## src/rtl/nn_pkg.sv

```systemverilog
// Shared definitions for the digit-recognition datapath: canvas geometry,
// probability vector layout and the inference sequencer state encoding.
package nn_pkg;

    localparam int DIM            = 28;
    localparam int NUM_PIX        = DIM * DIM;
    localparam int PIX_W          = 16;
    localparam int NUM_CLASSES    = 10;
    localparam int PROB_W         = 16;
    localparam int TIMEOUT_CYCLES = 1048576;

    typedef enum logic [1:0] {
        IDLE,
        LOAD,
        WAIT_NN,
        ARGMAX
    } seq_state_t;

    // Class k lives in element k, i.e. bits [k*PROB_W +: PROB_W] when flattened.
    typedef logic [NUM_CLASSES-1:0][PROB_W-1:0] prob_vec_t;

endpackage

```

## src/rtl/prob_argmax.sv

```systemverilog
// Sequential argmax over a packed probability vector: one class per cycle,
// unsigned compare, ties resolve to the lowest class index.
module prob_argmax #(
    parameter int NUM_CLASSES = nn_pkg::NUM_CLASSES,
    parameter int PROB_W      = nn_pkg::PROB_W
) (
    input  logic                          clk,
    input  logic                          rst,
    input  logic                          start,
    input  logic [NUM_CLASSES*PROB_W-1:0] prob,
    output logic                          done,
    output logic [3:0]                    index,
    output logic [PROB_W-1:0]             value
);

    localparam logic [3:0] LAST_CLS = 4'(NUM_CLASSES - 1);

    logic              running;
    logic [3:0]        cls;
    logic [3:0]        best_idx;
    logic [PROB_W-1:0] best_val;
    logic [PROB_W-1:0] cur_val;
    logic              cur_wins;

    always_comb begin
        cur_val = '0;
        for (int k = 0; k < NUM_CLASSES; k++) begin
            if (cls == 4'(k)) begin
                cur_val = prob[k*PROB_W +: PROB_W];
            end
        end
    end

    // Strictly greater only, so an equal later class never displaces the best.
    assign cur_wins = (cur_val > best_val);

    always_ff @(posedge clk or posedge rst) begin
        if (rst) begin
            running  <= 1'b0;
            cls      <= '0;
            best_idx <= '0;
            best_val <= '0;
        end else if (start) begin
            running  <= 1'b1;
            cls      <= 4'd1;
            best_idx <= '0;
            best_val <= prob[PROB_W-1:0];
        end else if (running) begin
            if (cur_wins) begin
                best_idx <= cls;
                best_val <= cur_val;
            end
            if (cls == LAST_CLS) begin
                running <= 1'b0;
            end else begin
                cls <= cls + 4'd1;
            end
        end
    end

    // The final class is folded in combinationally so the result is ready
    // in the same cycle the last class is examined.
    assign done  = running && (cls == LAST_CLS);
    assign index = cur_wins ? cls : best_idx;
    assign value = cur_wins ? cur_val : best_val;

endmodule

```

## src/rtl/inference_sequencer.sv

```systemverilog
// Runs one network inference per video frame when the canvas changed:
// streams the canvas into the network, waits for it, then picks the digit.
module inference_sequencer #(
    parameter int DIM         = nn_pkg::DIM,
    parameter int PIX_W       = nn_pkg::PIX_W,
    parameter int NUM_CLASSES = nn_pkg::NUM_CLASSES,
    parameter int PROB_W      = nn_pkg::PROB_W,
    parameter int TIMEOUT     = nn_pkg::TIMEOUT_CYCLES
) (
    input  logic                          Clk,
    input  logic                          Reset,
    input  logic                          Frame_Sync,
    input  logic                          Canvas_Dirty,
    input  logic                          Force,
    output logic [9:0]                    Pix_Addr,
    input  logic [PIX_W-1:0]              Pix_Data,
    output logic                          Nn_Start,
    output logic                          Nn_Pix_Valid,
    output logic [PIX_W-1:0]              Nn_Pix_Data,
    input  logic                          Nn_Pix_Ready,
    input  logic                          Nn_Done,
    input  logic [NUM_CLASSES*PROB_W-1:0] Nn_Prob,
    output logic [NUM_CLASSES*PROB_W-1:0] Probability,
    output logic [3:0]                    Digit,
    output logic                          Result_Valid,
    output logic                          Result_Pulse,
    output logic                          Busy,
    output logic                          Timeout_Err
);

    import nn_pkg::*;

    localparam int              PIX_COUNT = DIM * DIM;
    localparam logic [9:0]      PIX_END   = 10'(PIX_COUNT);
    localparam int              WD_W      = $clog2(TIMEOUT + 1);
    localparam logic [WD_W-1:0] WD_LAST   = WD_W'(TIMEOUT - 1);

    seq_state_t      state;
    seq_state_t      state_next;
    logic            frame_prev;
    logic            pending;
    logic [9:0]      pix_cnt;
    logic [WD_W-1:0] wd_cnt;
    logic            argmax_start;
    logic            argmax_done;
    logic [3:0]      argmax_index;
    logic [PROB_W-1:0] unused_argmax_value;

    logic frame_edge;
    logic enter_load;
    logic issue;
    logic last_beat;
    logic nn_finished;
    logic wd_expired;

    assign frame_edge  = frame_prev && !Frame_Sync;
    assign enter_load  = (state == IDLE) && frame_edge && pending;
    assign issue       = (state == LOAD) && (pix_cnt != PIX_END)
                         && (!Nn_Pix_Valid || Nn_Pix_Ready);
    assign last_beat   = (state == LOAD) && (pix_cnt == PIX_END)
                         && Nn_Pix_Valid && Nn_Pix_Ready;
    assign nn_finished = (state == WAIT_NN) && Nn_Done;
    assign wd_expired  = (state == WAIT_NN) && !Nn_Done && (wd_cnt == WD_LAST);

    assign Pix_Addr = pix_cnt;
    assign Busy     = (state != IDLE);

    always_ff @(posedge Clk or posedge Reset) begin
        if (Reset) begin
            state <= IDLE;
        end else begin
            state <= state_next;
        end
    end

    always_comb begin
        state_next = state;
        case (state)
            IDLE:    if (enter_load)  state_next = LOAD;
            LOAD:    if (last_beat)   state_next = WAIT_NN;
            WAIT_NN: begin
                if (nn_finished) begin
                    state_next = ARGMAX;
                end else if (wd_expired) begin
                    state_next = IDLE;
                end
            end
            ARGMAX:  if (argmax_done) state_next = IDLE;
            default: state_next = IDLE;
        endcase
    end

    // A new request in the same cycle as LOAD entry must survive the clear.
    always_ff @(posedge Clk or posedge Reset) begin
        if (Reset) begin
            frame_prev <= 1'b1;
            pending    <= 1'b0;
        end else begin
            frame_prev <= Frame_Sync;
            if (Canvas_Dirty || Force) begin
                pending <= 1'b1;
            end else if (enter_load) begin
                pending <= 1'b0;
            end
        end
    end

    always_ff @(posedge Clk or posedge Reset) begin
        if (Reset) begin
            Nn_Start     <= 1'b0;
            pix_cnt      <= '0;
            Nn_Pix_Valid <= 1'b0;
            Nn_Pix_Data  <= '0;
        end else begin
            Nn_Start <= enter_load;
            if (enter_load) begin
                pix_cnt <= '0;
            end else if (issue) begin
                Nn_Pix_Data  <= Pix_Data;
                Nn_Pix_Valid <= 1'b1;
                pix_cnt      <= pix_cnt + 10'd1;
            end else if (last_beat) begin
                Nn_Pix_Valid <= 1'b0;
            end
        end
    end

    // Watchdog only runs while waiting; results are left untouched on expiry.
    always_ff @(posedge Clk or posedge Reset) begin
        if (Reset) begin
            wd_cnt       <= '0;
            Timeout_Err  <= 1'b0;
            Probability  <= '0;
            argmax_start <= 1'b0;
            Digit        <= '0;
            Result_Valid <= 1'b0;
            Result_Pulse <= 1'b0;
        end else begin
            wd_cnt       <= (state == WAIT_NN) ? wd_cnt + WD_W'(1) : '0;
            argmax_start <= nn_finished;
            Result_Pulse <= 1'b0;
            if (wd_expired) begin
                Timeout_Err <= 1'b1;
            end
            if (nn_finished) begin
                Probability <= Nn_Prob;
            end
            if ((state == ARGMAX) && argmax_done) begin
                Digit        <= argmax_index;
                Result_Valid <= 1'b1;
                Result_Pulse <= 1'b1;
            end
        end
    end

    prob_argmax #(
        .NUM_CLASSES (NUM_CLASSES),
        .PROB_W      (PROB_W)
    ) u_argmax (
        .clk   (Clk),
        .rst   (Reset),
        .start (argmax_start),
        .prob  (Probability),
        .done  (argmax_done),
        .index (argmax_index),
        .value (unused_argmax_value)
    );

endmodule

```

## config.mk

```make
export PLATFORM = sky130hd
export DESIGN_NAME = inference_sequencer
export DESIGN_NICKNAME = d
export VERILOG_FILES = /design/src/rtl/nn_pkg.sv /design/src/rtl/prob_argmax.sv /design/src/rtl/inference_sequencer.sv
export SDC_FILE = /design/constraint.sdc
export NUM_CORES = 1
export LEC_CHECK = 0
export CAP_MARGIN = 20
export CORE_ASPECT_RATIO = 1.5
export CORE_MARGIN = 2
export CORE_UTILIZATION = 30
export DETAILED_ROUTE_END_ITERATION = 8
export PLACE_DENSITY = 0.63
export SETUP_SLACK_MARGIN = 0.05
export SLEW_MARGIN = 20
export SYNTH_ARGS = -nofsm -noshare
export SYNTH_HDL_FRONTEND = slang
export SYNTH_SLANG_ARGS = --single-unit
```

## constraint.sdc

```tcl
create_clock -name Clk -period 10.65 [get_ports Clk]
set_input_delay 2.13 -clock Clk [delete_from_list [all_inputs] [get_ports Clk]]
set_output_delay 2.13 -clock Clk [all_outputs]
set_load 0.02 [all_outputs]
```

# Word level (Yosys, flattened, before mapping)
# Index checks and enable logic that the tools add are counted.
[word_totals]
ff_bits = 246
in_bits = 183
elab_cells = 110
[classes]
addsub = 3
magnitude_cmp = 1
eq_ne = 20
n_mux = 36
bitwise_logic = 1
reduce_logical = 31
[ops]
columns = ["op", "count"]
rows = [
  ["16-bit 2-to-1 mux", 13],
  ["4-bit 2-to-1 mux", 6],
  ["21-bit by 1-bit adder with 21-bit output (second input constant)", 1],
  ["21-bit by 20-bit equality test with 1-bit output (second input constant)", 1],
  ["21-bit 2-to-1 mux", 1],
  ["10-bit 2-to-1 mux", 2],
  ["4-bit by 3-bit equality test with 1-bit output (second input constant)", 4],
  ["16-bit > comparator", 1],
  ["1-bit logical AND", 13],
  ["2-bit nonzero test", 6],
  ["10-bit by 1-bit adder with 10-bit output (second input constant)", 1],
  ["10-bit equality test (second input constant)", 1],
  ["2-bit 2-to-1 mux", 5],
  ["10-bit inequality test (second input constant)", 1],
  ["4-bit by 2-bit equality test with 1-bit output (second input constant)", 2],
  ["4-bit equality test (second input constant)", 2],
  ["1-bit 2-to-1 mux", 8],
  ["2-bit inequality test (second input constant)", 4],
  ["2-bit case mux with 4 select lines", 1],
  ["2-bit AND reduction", 4],
  ["4-bit by 1-bit adder with 4-bit output (second input constant)", 1],
  ["2-bit equality test (second input constant)", 2],
  ["4-bit by 1-bit equality test with 1-bit output (second input constant)", 1],
  ["4-bit logical NOT", 1],
  ["other kinds (7)", 10],
]

# Depth between registers and ports, before layout
# Gate-level depths: netlist of the first run.
[logic_depth]
depth_word = 15
mapped_depth = 17

# By module
# Synthesis of the first run repeated with hierarchy kept, for this count alone.
[hier_totals]
cells_unflattened = 1107
hier_area_um2 = 12510.7
[by_module_without_submodules]
columns = ["mod", "n_inst", "cells_each", "area_per_inst_um2", "seq_area_each_um2"]
rows = [
  ["inference_sequencer", 1, 593, 8674.6, 5531.6],
  ["prob_argmax", 1, 514, 3836.2, 625.6],
]

# Worst setup path after synthesis of the first run
# No wires, ideal clock.
[synth_timing]
path_kind = "register to register"
startpoint = "register u_argmax.cls[1]"
endpoint = "register u_argmax.best_val[13]"
setup_ps = 147
arrival_ps = 3385
t_required_ps = 10503
setup_slack_ps = 7118
stages_incl_launch_ff = 17
n_path_buf = 4
period_less_slack_ps = 3532
cell_sequence = "dfrtp_1 > inv_1 > ha_1 > buf_2 > buf_2 > buf_1 > nor2_1 > o2bb2ai_1 > a211oi_1 > ha_1 > a21o_1 > a21o_1 > a2111oi_2 > a21oi_1 > buf_2 > nand3b_1 > o311ai_0"
[synth_via]
elab_chain_cells = 14
word_cells_on_any_way = 26
[synth_lines]
columns = ["item", "line", "rtl"]
rows = [
  ["start, declared", "prob_argmax.sv:19", "logic [3:0] cls;"],
  ["start signal, assigned", "prob_argmax.sv:56", "cls <= cls + 4'd1;"],
  ["4-bit logical NOT", "prob_argmax.sv:28", "if (cls == 4'(k)) begin"],
  ["16-bit 2-to-1 mux (9 in a row)", "prob_argmax.sv:28", ""],
  ["16-bit 2-to-1 mux *", "prob_argmax.sv:28", ""],
  ["16-bit > comparator / 16-bit 2-to-1 mux (equally long branches)", "prob_argmax.sv:35, prob_argmax.sv:49", ""],
  ["2-bit nonzero test (no source line) / 16-bit 2-to-1 mux (equally long branches)", "--", ""],
  ["2-bit AND reduction (no source line) / 16-bit 2-to-1 mux (equally long branches)", "--", ""],
  ["end signal, assigned", "prob_argmax.sv:47", "best_val <= prob[PROB_W-1:0];"],
  ["end signal, assigned", "prob_argmax.sv:51", "best_val <= cur_val;"],
  ["end, declared", "prob_argmax.sv:21", "logic [PROB_W-1:0] best_val;"],
]
# Every way passes the cells marked *; elsewhere a longest branch is shown, timed or not. The select of a mux whose other input is x is not followed.
# A chain may end at the register's enable or synchronous reset.

# Final worst setup path of the first run
[layout_timing]
startpoint = "register u_argmax.cls[0]"
endpoint = "register u_argmax.best_val[8]"
# The elaborated chain is that of the path after synthesis.

==> flow_summary.toml, run 1 <==
[run_status]
outcome = "finished clean"

[timing]
finalSetupViolations = 0
rsz0062_at_grt = "no"
final_max_slew_viol_count = 0
slew_headroom = 0.274
period_share = 0.468
finalHoldViolations = 0
skew_ns = 0.0106
post-route-min-period_ns = 4.99
tns_ns = 0
max_freq_mhz = 201
setup_ws_ns = 5.66
tightest_slew_ns = 1.09

[logic_synthesis]
synth_flop_cell = "dfrtp_1"
synth-edff-count = 0
ys_types = 59
synth_top_cell_by_area = "dfrtp_1"
syn_area_um2 = 11800
ys_ff_latch = 246
synth_nets = 1291
synth_warnings = 0
synth_seq_area_share = 0.520
post-synth-top-area-fraction = 0.518
avgSynthCellArea_um2 = 10.9
syn_inst = 1085
synth_area_leaders = "dfrtp_1 (52%), mux2_2 (13%), nand2_1 (3.7%)"
async_flop_share = 1.00

[clock_tree]
cts_hold_buf = 0
clk_path_buf_depth = 3
clock_latency_ns = 0.56
post_cts.repair.setup_buffers = 0
root_buffer = "clkbuf_16"
cts_sinks = 246
htreeDepth = 1
cts_buffers = 27
cts-resized-gates = 0
cts.clk_slew.worst_paths_ns = 0.06
tritoncts = "yes"

[placement]
place_area_um2 = 16000
dp_slack_ns = 5.70
port_buffers = 378
dp.final_hpwl_um = 30400
routabilityCongestion = 0.873

[global_routing]
grt-ovfl-total = 0
grt_max_degree = 137
antenna_found_initial = 1
grt_usage = 0.193
grt_pass1_vias = 10124
grt_pass1_wl_um = 61500

[critical_path]
cp-end-kind = "flip-flop"
r2r_cells = 13
crit_required_ns = 11.07
crit_buf_inv = 2
cp.arrival_ns = 5.40
cp-start-kind = "flip-flop"
cpMaxStageDelayCell = "ha_2"
cp_max_fo = 51
reg2reg_slack_ns = 5.66
r2r-start = "u_argmax.cls[0]$_DFFE_PP0P_"
criticalPathCategory = "flip-flop to flip-flop"
crit_family = "compound AO/OA/AOI/OAI gates"
crit_chain = "inv_1 -> ha_2 -> or3b_1 -> o22ai_1 -> a211oi_1 -> ha_1 -> nand4_1 -> a211oi_1 -> o31ai_1 -> a21oi_2 -> buf_4 -> mux2i_1 -> o21ai_1"
slowest_delay_ns = 0.90
timing.rr.end = "u_argmax.best_val[8]$_DFFE_PP0P_"
crit_path_frequent_cell = "a211oi_1"

[drt]
finalWirelength_um = 41100
drtAntennaViolNets = 0
drc = 0
wl_per_cell_um = 21.1
dr_total_vias = 9696
dr.pass1.iters = 5
viasPerCell = 4.99
drtIter0Drc = 648

[cells_and_area]
area_growth_pct = 43.6
drive_above_1_share = 0.154
final_area_um2 = 17000
final_nets = 1627

[power_and_ir_drop]
p_leak_uw = 0.00690
ir_drop_mv = 0.184
p_per_area_nw_per_um2 = 345

[worst_hold_path]
min_to = "wd_cnt[0]$_DFF_PP0_"
hold_class = "flip-flop to flip-flop"
min_from = "wd_cnt[0]$_DFF_PP0_"
hold-path-cell-count = 1

[floorplanning]
die_w_um = 166
die_h_um = 247
core_area_um2 = 39100
num_rows = 89
io_pins = 379
initial_utilization = 0.303
die-area_um2 = 41100

[flow_run]
maxCapViolations = 0
metal layers:
layer	up-vias	global-route usage	part of all wire
li1	4547	-	-
met1	4774	0.232	0.40
met2	314	0.341	0.51
met3	61	0.0365	0.056
met4	0	0.0791	0.036
met5	-	0	0
metrics by stage:
stage          cells   util  power, uW  hold slack [ns]
6_report        1942  0.435       5860            0.467
5_1_grt         1942  0.435       6230            0.490
4_1_cts         1941  0.435       5930            0.465
3_5_place_dp    1892  0.410       4840            0.456
3_3_place_gp    1892  0.410       4820            0.447
2_1_floorplan   1085      -       3450            0.433
synth_stat cells, types with 18 or more instances:
| cell | number |
|---|---|
| a221oi_1 | 23 |
| nor2_1 | 71 |
| nand2_1 | 116 |
| nand3b_1 | 45 |
| dfrtp_1 | 245 |
| a21oi_1 | 47 |
| mux2_2 | 140 |
| o21ai_0 | 32 |
| buf_2 | 24 |
| xor2_1 | 18 |
| ha_1 | 23 |
| clkbuf_1 | 45 |
| inv_1 | 50 |
| nand3_1 | 27 |
where the power goes:
group	internal (uW)	total, uW	switching, uW
clock network	645	1050	409
registers	1340	1770	427
logic	1390	3040	1650
worst register-to-register path: stages (launching register included):
cell and delay [ns]:
dfrtp_1 0.46, inv_1 0.16, ha_2 0.90, or3b_1 0.73
o22ai_1 0.30, a211oi_1 0.10, ha_1 0.40, nand4_1 0.16
a211oi_1 0.25, o31ai_1 0.16, a21oi_2 0.51, buf_4 0.40
mux2i_1 0.22, o21ai_1 0.08
how the worst max path moves through the flow:
stage	start	endpoint	depth (start not counted)
after floorplan	Reset	Digit[0]$_DFFE_PP0P_	1
after global placement	u_argmax.cls[0]$_DFFE_PP0P_	u_argmax.best_val[8]$_DFFE_PP0P_	13
after detailed placement	u_argmax.cls[0]$_DFFE_PP0P_	u_argmax.best_val[8]$_DFFE_PP0P_	13
after CTS	u_argmax.cls[0]$_DFFE_PP0P_	u_argmax.best_val[8]$_DFFE_PP0P_	13
after global routing	u_argmax.cls[0]$_DFFE_PP0P_	u_argmax.best_val[8]$_DFFE_PP0P_	13
final	u_argmax.cls[0]$_DFFE_PP0P_	u_argmax.best_val[8]$_DFFE_PP0P_	13
logic make-up (layout without fill, tap and decap cells):
group / after synthesis / in the layout / synth area share
simple gates: 317 / 317 / 0.133
other cells: 0 / 1 / 0
mux: 147 / 147 / 0.139
flops: 246 / 246 / 0.520
xor+xnor: 28 / 28 / 0.0207
fa+ha+maj: 23 / 23 / 0.0243
buf+inv: 127 / 483 / 0.0432
compound gates: 197 / 197 / 0.120
cells in the final DEF (no fill, tap or decap), drive strengths merged, types with 5 or more instances in the layout:
master	n
dfrtp	245
nand2b	5
xnor2	10
ha	23
o21ai	36
nor2	71
o2bb2ai	14
o311ai	15
a211oi	18
o22ai	16
clkbuf	34
a221oi	30
nand4	8
bufinv	6
mux2i	7
mux2	140
buf	6
nand3b	45
xor2	18
clkinv	6
inv	52
nor4	17
a21o	6
nand3	27
a21oi	47
nand2	116
clkdlybuf4s50	378
state kept, by name, summed over array words and instances (netlist names):
register	flops
frame_prev	1
u_argmax.best_idx	4
Result_Valid	1
Probability	160
Nn_Start	1
Nn_Pix_Data	16
state	2
Timeout_Err	1
Nn_Pix_Valid	1
u_argmax.cls	4
u_argmax.running	1
argmax_start	1
pending	1
u_argmax.best_val	16
Digit	4
wd_cnt	21
Result_Pulse	1
Pix_Addr	10
layout make-up:
cell class              instances  area (um^2)
clock inverters                15          235
clock buffers                  34          752
inverters                      50          195
fillers                      3711        22100
diodes                          1         2.50
repair buffers                384         3840
well taps                     500          626
flip-flops and latches        246         6160
multi-input cells             712         5200
Note: power is estimated with default switching activity, not from simulation.
==> inputs of run 2 (changes only) <==
--- a/config.mk
+++ b/config.mk
@@ -10,7 +10,7 @@
 export CORE_MARGIN = 2
 export CORE_UTILIZATION = 30
 export DETAILED_ROUTE_END_ITERATION = 8
-export PLACE_DENSITY = 0.63
+export PLACE_DENSITY = 0.65
 export SETUP_SLACK_MARGIN = 0.05
 export SLEW_MARGIN = 20
 export SYNTH_ARGS = -nofsm -noshare
==> constraint.sdc (replaced) <==
create_clock -name Clk -period 4.39 [get_ports Clk]
set_input_delay 0.878 -clock Clk [delete_from_list [all_inputs] [get_ports Clk]]
set_output_delay 0.878 -clock Clk [all_outputs]
set_load 0.02 [all_outputs]
==> run 2 against run 1 <==
  * Cell count rose by 0.93%
  * Design area rose by 1.3%
  * Hold slack barely moved
  * Count of clock-buffer cells in the layout rose by 3
  * Clock power rose by 140%
  * Wire length rose by 0.63%
  * Combinational power rose by 150%
  * Total power rose by 150%
  * Critical path type unchanged
  * Largest power group unchanged
  * Highest routed layer is now met5
==> flow_summary.toml, run 2 (same netlist as run 1, synthesis figures left out) <==
[cells_and_area]
largest-register = "Probability"
largest_registers = "Probability x160, wd_cnt x21"
antenna_cells = 0
final_common_cell = "clkdlybuf4s50_1"
final_nets = 1646
drive_above_1_share = 0.165
fill_cells = 3696
final_cell_mix = "clkdlybuf4s50_1 (378), dfrtp_1 (245), mux2_2 (140)"
largest_reg_flops = 160
area_growth_pct = 45.5

[placement]
routabilityCongestion = 0.872
port_buffers = 378
dp_slack_ns = 0.276
dp.final_hpwl_um = 31700

[timing]
max_freq_mhz = 245
final_max_slew_viol_count = 0
post-route-min-period_ns = 4.09
finalHoldViolations = 0
finalSetupViolations = 0
tightest_slew_ns = 0.920
setup_ws_ns = 0.301
period_share = 0.931
tns_ns = 0
slew_headroom = 0.385
skew_ns = 0.0108
rsz0062_at_grt = "no"

[drt]
wl_per_cell_um = 21.1
drtIter0Drc = 603
dr_total_vias = 9880
dr.pass1.iters = 4
finalWirelength_um = 41300
drtAntennaViolNets = 0
viasPerCell = 5.04
drc = 0

[global_routing]
grt_usage = 0.195
grt_pass1_wl_um = 62100
grt_pass1_vias = 10310
antenna_found_initial = 2
grt_max_degree = 100
grt-ovfl-total = 0

[power_and_ir_drop]
p_switching_uw = 6080
swShare = 0.422
p_leak_uw = 0.00701
internal_power_uw = 8310
p_comb_frac = 0.524
ir_drop_mv = 0.493
power.clock.fraction = 0.174
p_per_area_nw_per_um2 = 835
power_uw = 14400
seq_power_share = 0.302

[clock_tree]
htreeDepth = 1
cts.clk_slew.worst_paths_ns = 0.07
tritoncts = "yes"
clk_path_buf_depth = 3
clock_latency_ns = 0.54
cts_buffers = 27
root_buffer = "clkbuf_16"
cts_sinks = 246

[critical_path]
cp-end-kind = "flip-flop"
r2r-start = "u_argmax.cls[0]$_DFFE_PP0P_"
slowest_delay_ns = 0.60
crit_path_frequent_cell = "a21o_1"
criticalPathCategory = "flip-flop to flip-flop"
crit_family = "compound AO/OA/AOI/OAI gates"
crit_start = "u_argmax.cls[0]$_DFFE_PP0P_"
crit_chain = "ha_2 -> or3_1 -> a221oi_1 -> nor4_1 -> a211oi_1 -> ha_1 -> a21o_1 -> a21o_1 -> a2111oi_2 -> a21oi_2 -> buf_4 -> o311ai_0"
cp.arrival_ns = 4.50
crit_required_ns = 4.81
cp-start-kind = "flip-flop"
cpMaxStageDelayCell = "or3_1"
crit_buf_inv = 1
cp_max_fo = 16

[floorplanning]
initial_utilization = 0.303
io_pins = 379
die_h_um = 247
core_area_um2 = 39100
die_w_um = 166
die-area_um2 = 41100
num_rows = 89

[flow_run]
maxCapViolations = 0

[worst_hold_path]
hold_class = "flip-flop to flip-flop"
min_from = "wd_cnt[0]$_DFF_PP0_"

[run_status]
outcome = "finished clean"
[run 2: repair_timing]
action,4_1_cts,5_1_grt
setup buffers,0,1
hold buffers,0,0
endpoints found under the setup margin,0,22
gates resized for setup,0,2
[run 2: layout make-up]
cell class              instances  area [um^2]  area share
clock inverters                12          194      0.0113
inverters                      50          191      0.0111
well taps                     500          626      0.0363
clock buffers                  37          793      0.0460
multi-input cells             712         5210       0.303
flip-flops and latches        246         6160       0.357
repair buffers                403         4050       0.235
[run 2: per-stage QoR]
step,std cells,utilization,hold WS [ns],area (um^2)
final,1960,0.441,0.466,17200
after global routing,1960,0.441,0.482,17200
after CTS,1959,0.440,0.465,17200
after detailed placement,1910,0.415,0.462,16200
after global placement,1910,0.415,0.445,16200
after floorplan,1085,-,0.433,11800
[run 2: worst register-to-register path, cell delays in order, from the launching register on]
cell and delay [ns]:
dfrtp_1 0.47, ha_2 0.24, or3_1 0.60, a221oi_1 0.48, nor4_1 0.09, a211oi_1 0.31
ha_1 0.31, a21o_1 0.19, a21o_1 0.18, a2111oi_2 0.44, a21oi_2 0.11, buf_4 0.21
o311ai_0 0.33
[run 2: final timing paths]
path	cells past startpoint	slack, ns	endpoint
max	12	0.30	u_argmax.best_val[15]$_DFFE_PP0P_
max reg2reg	12	0.30	u_argmax.best_val[15]$_DFFE_PP0P_
min in group asynchronous	2	0.79	Probability[48]$_DFFE_PP0P_
min reg2reg	1	0.47	wd_cnt[0]$_DFF_PP0_
max in group asynchronous	3	2.64	Nn_Pix_Data[0]$_DFFE_PP0P_
min	1	0.47	wd_cnt[0]$_DFF_PP0_
[run 2: power groups by stage]
stage	Sequential [uW]	Clock, uW	Combinational [uW]
after floorplan	4970	0	3400
after global placement	4360	0	7440
after detailed placement	4380	0	7510
after CTS	4360	2580	7550
after global routing	4470	2660	8130
final	4340	2510	7540
[run 2: layer usage]
metal | track usage | vias up | part of all wire
met4 | 0.0839 | 4 | 0.042
met3 | 0.0416 | 77 | 0.064
met5 | 0 | - | 0.00073
met2 | 0.344 | 366 | 0.50
met1 | 0.231 | 4835 | 0.39
li1 | - | 4598 | -
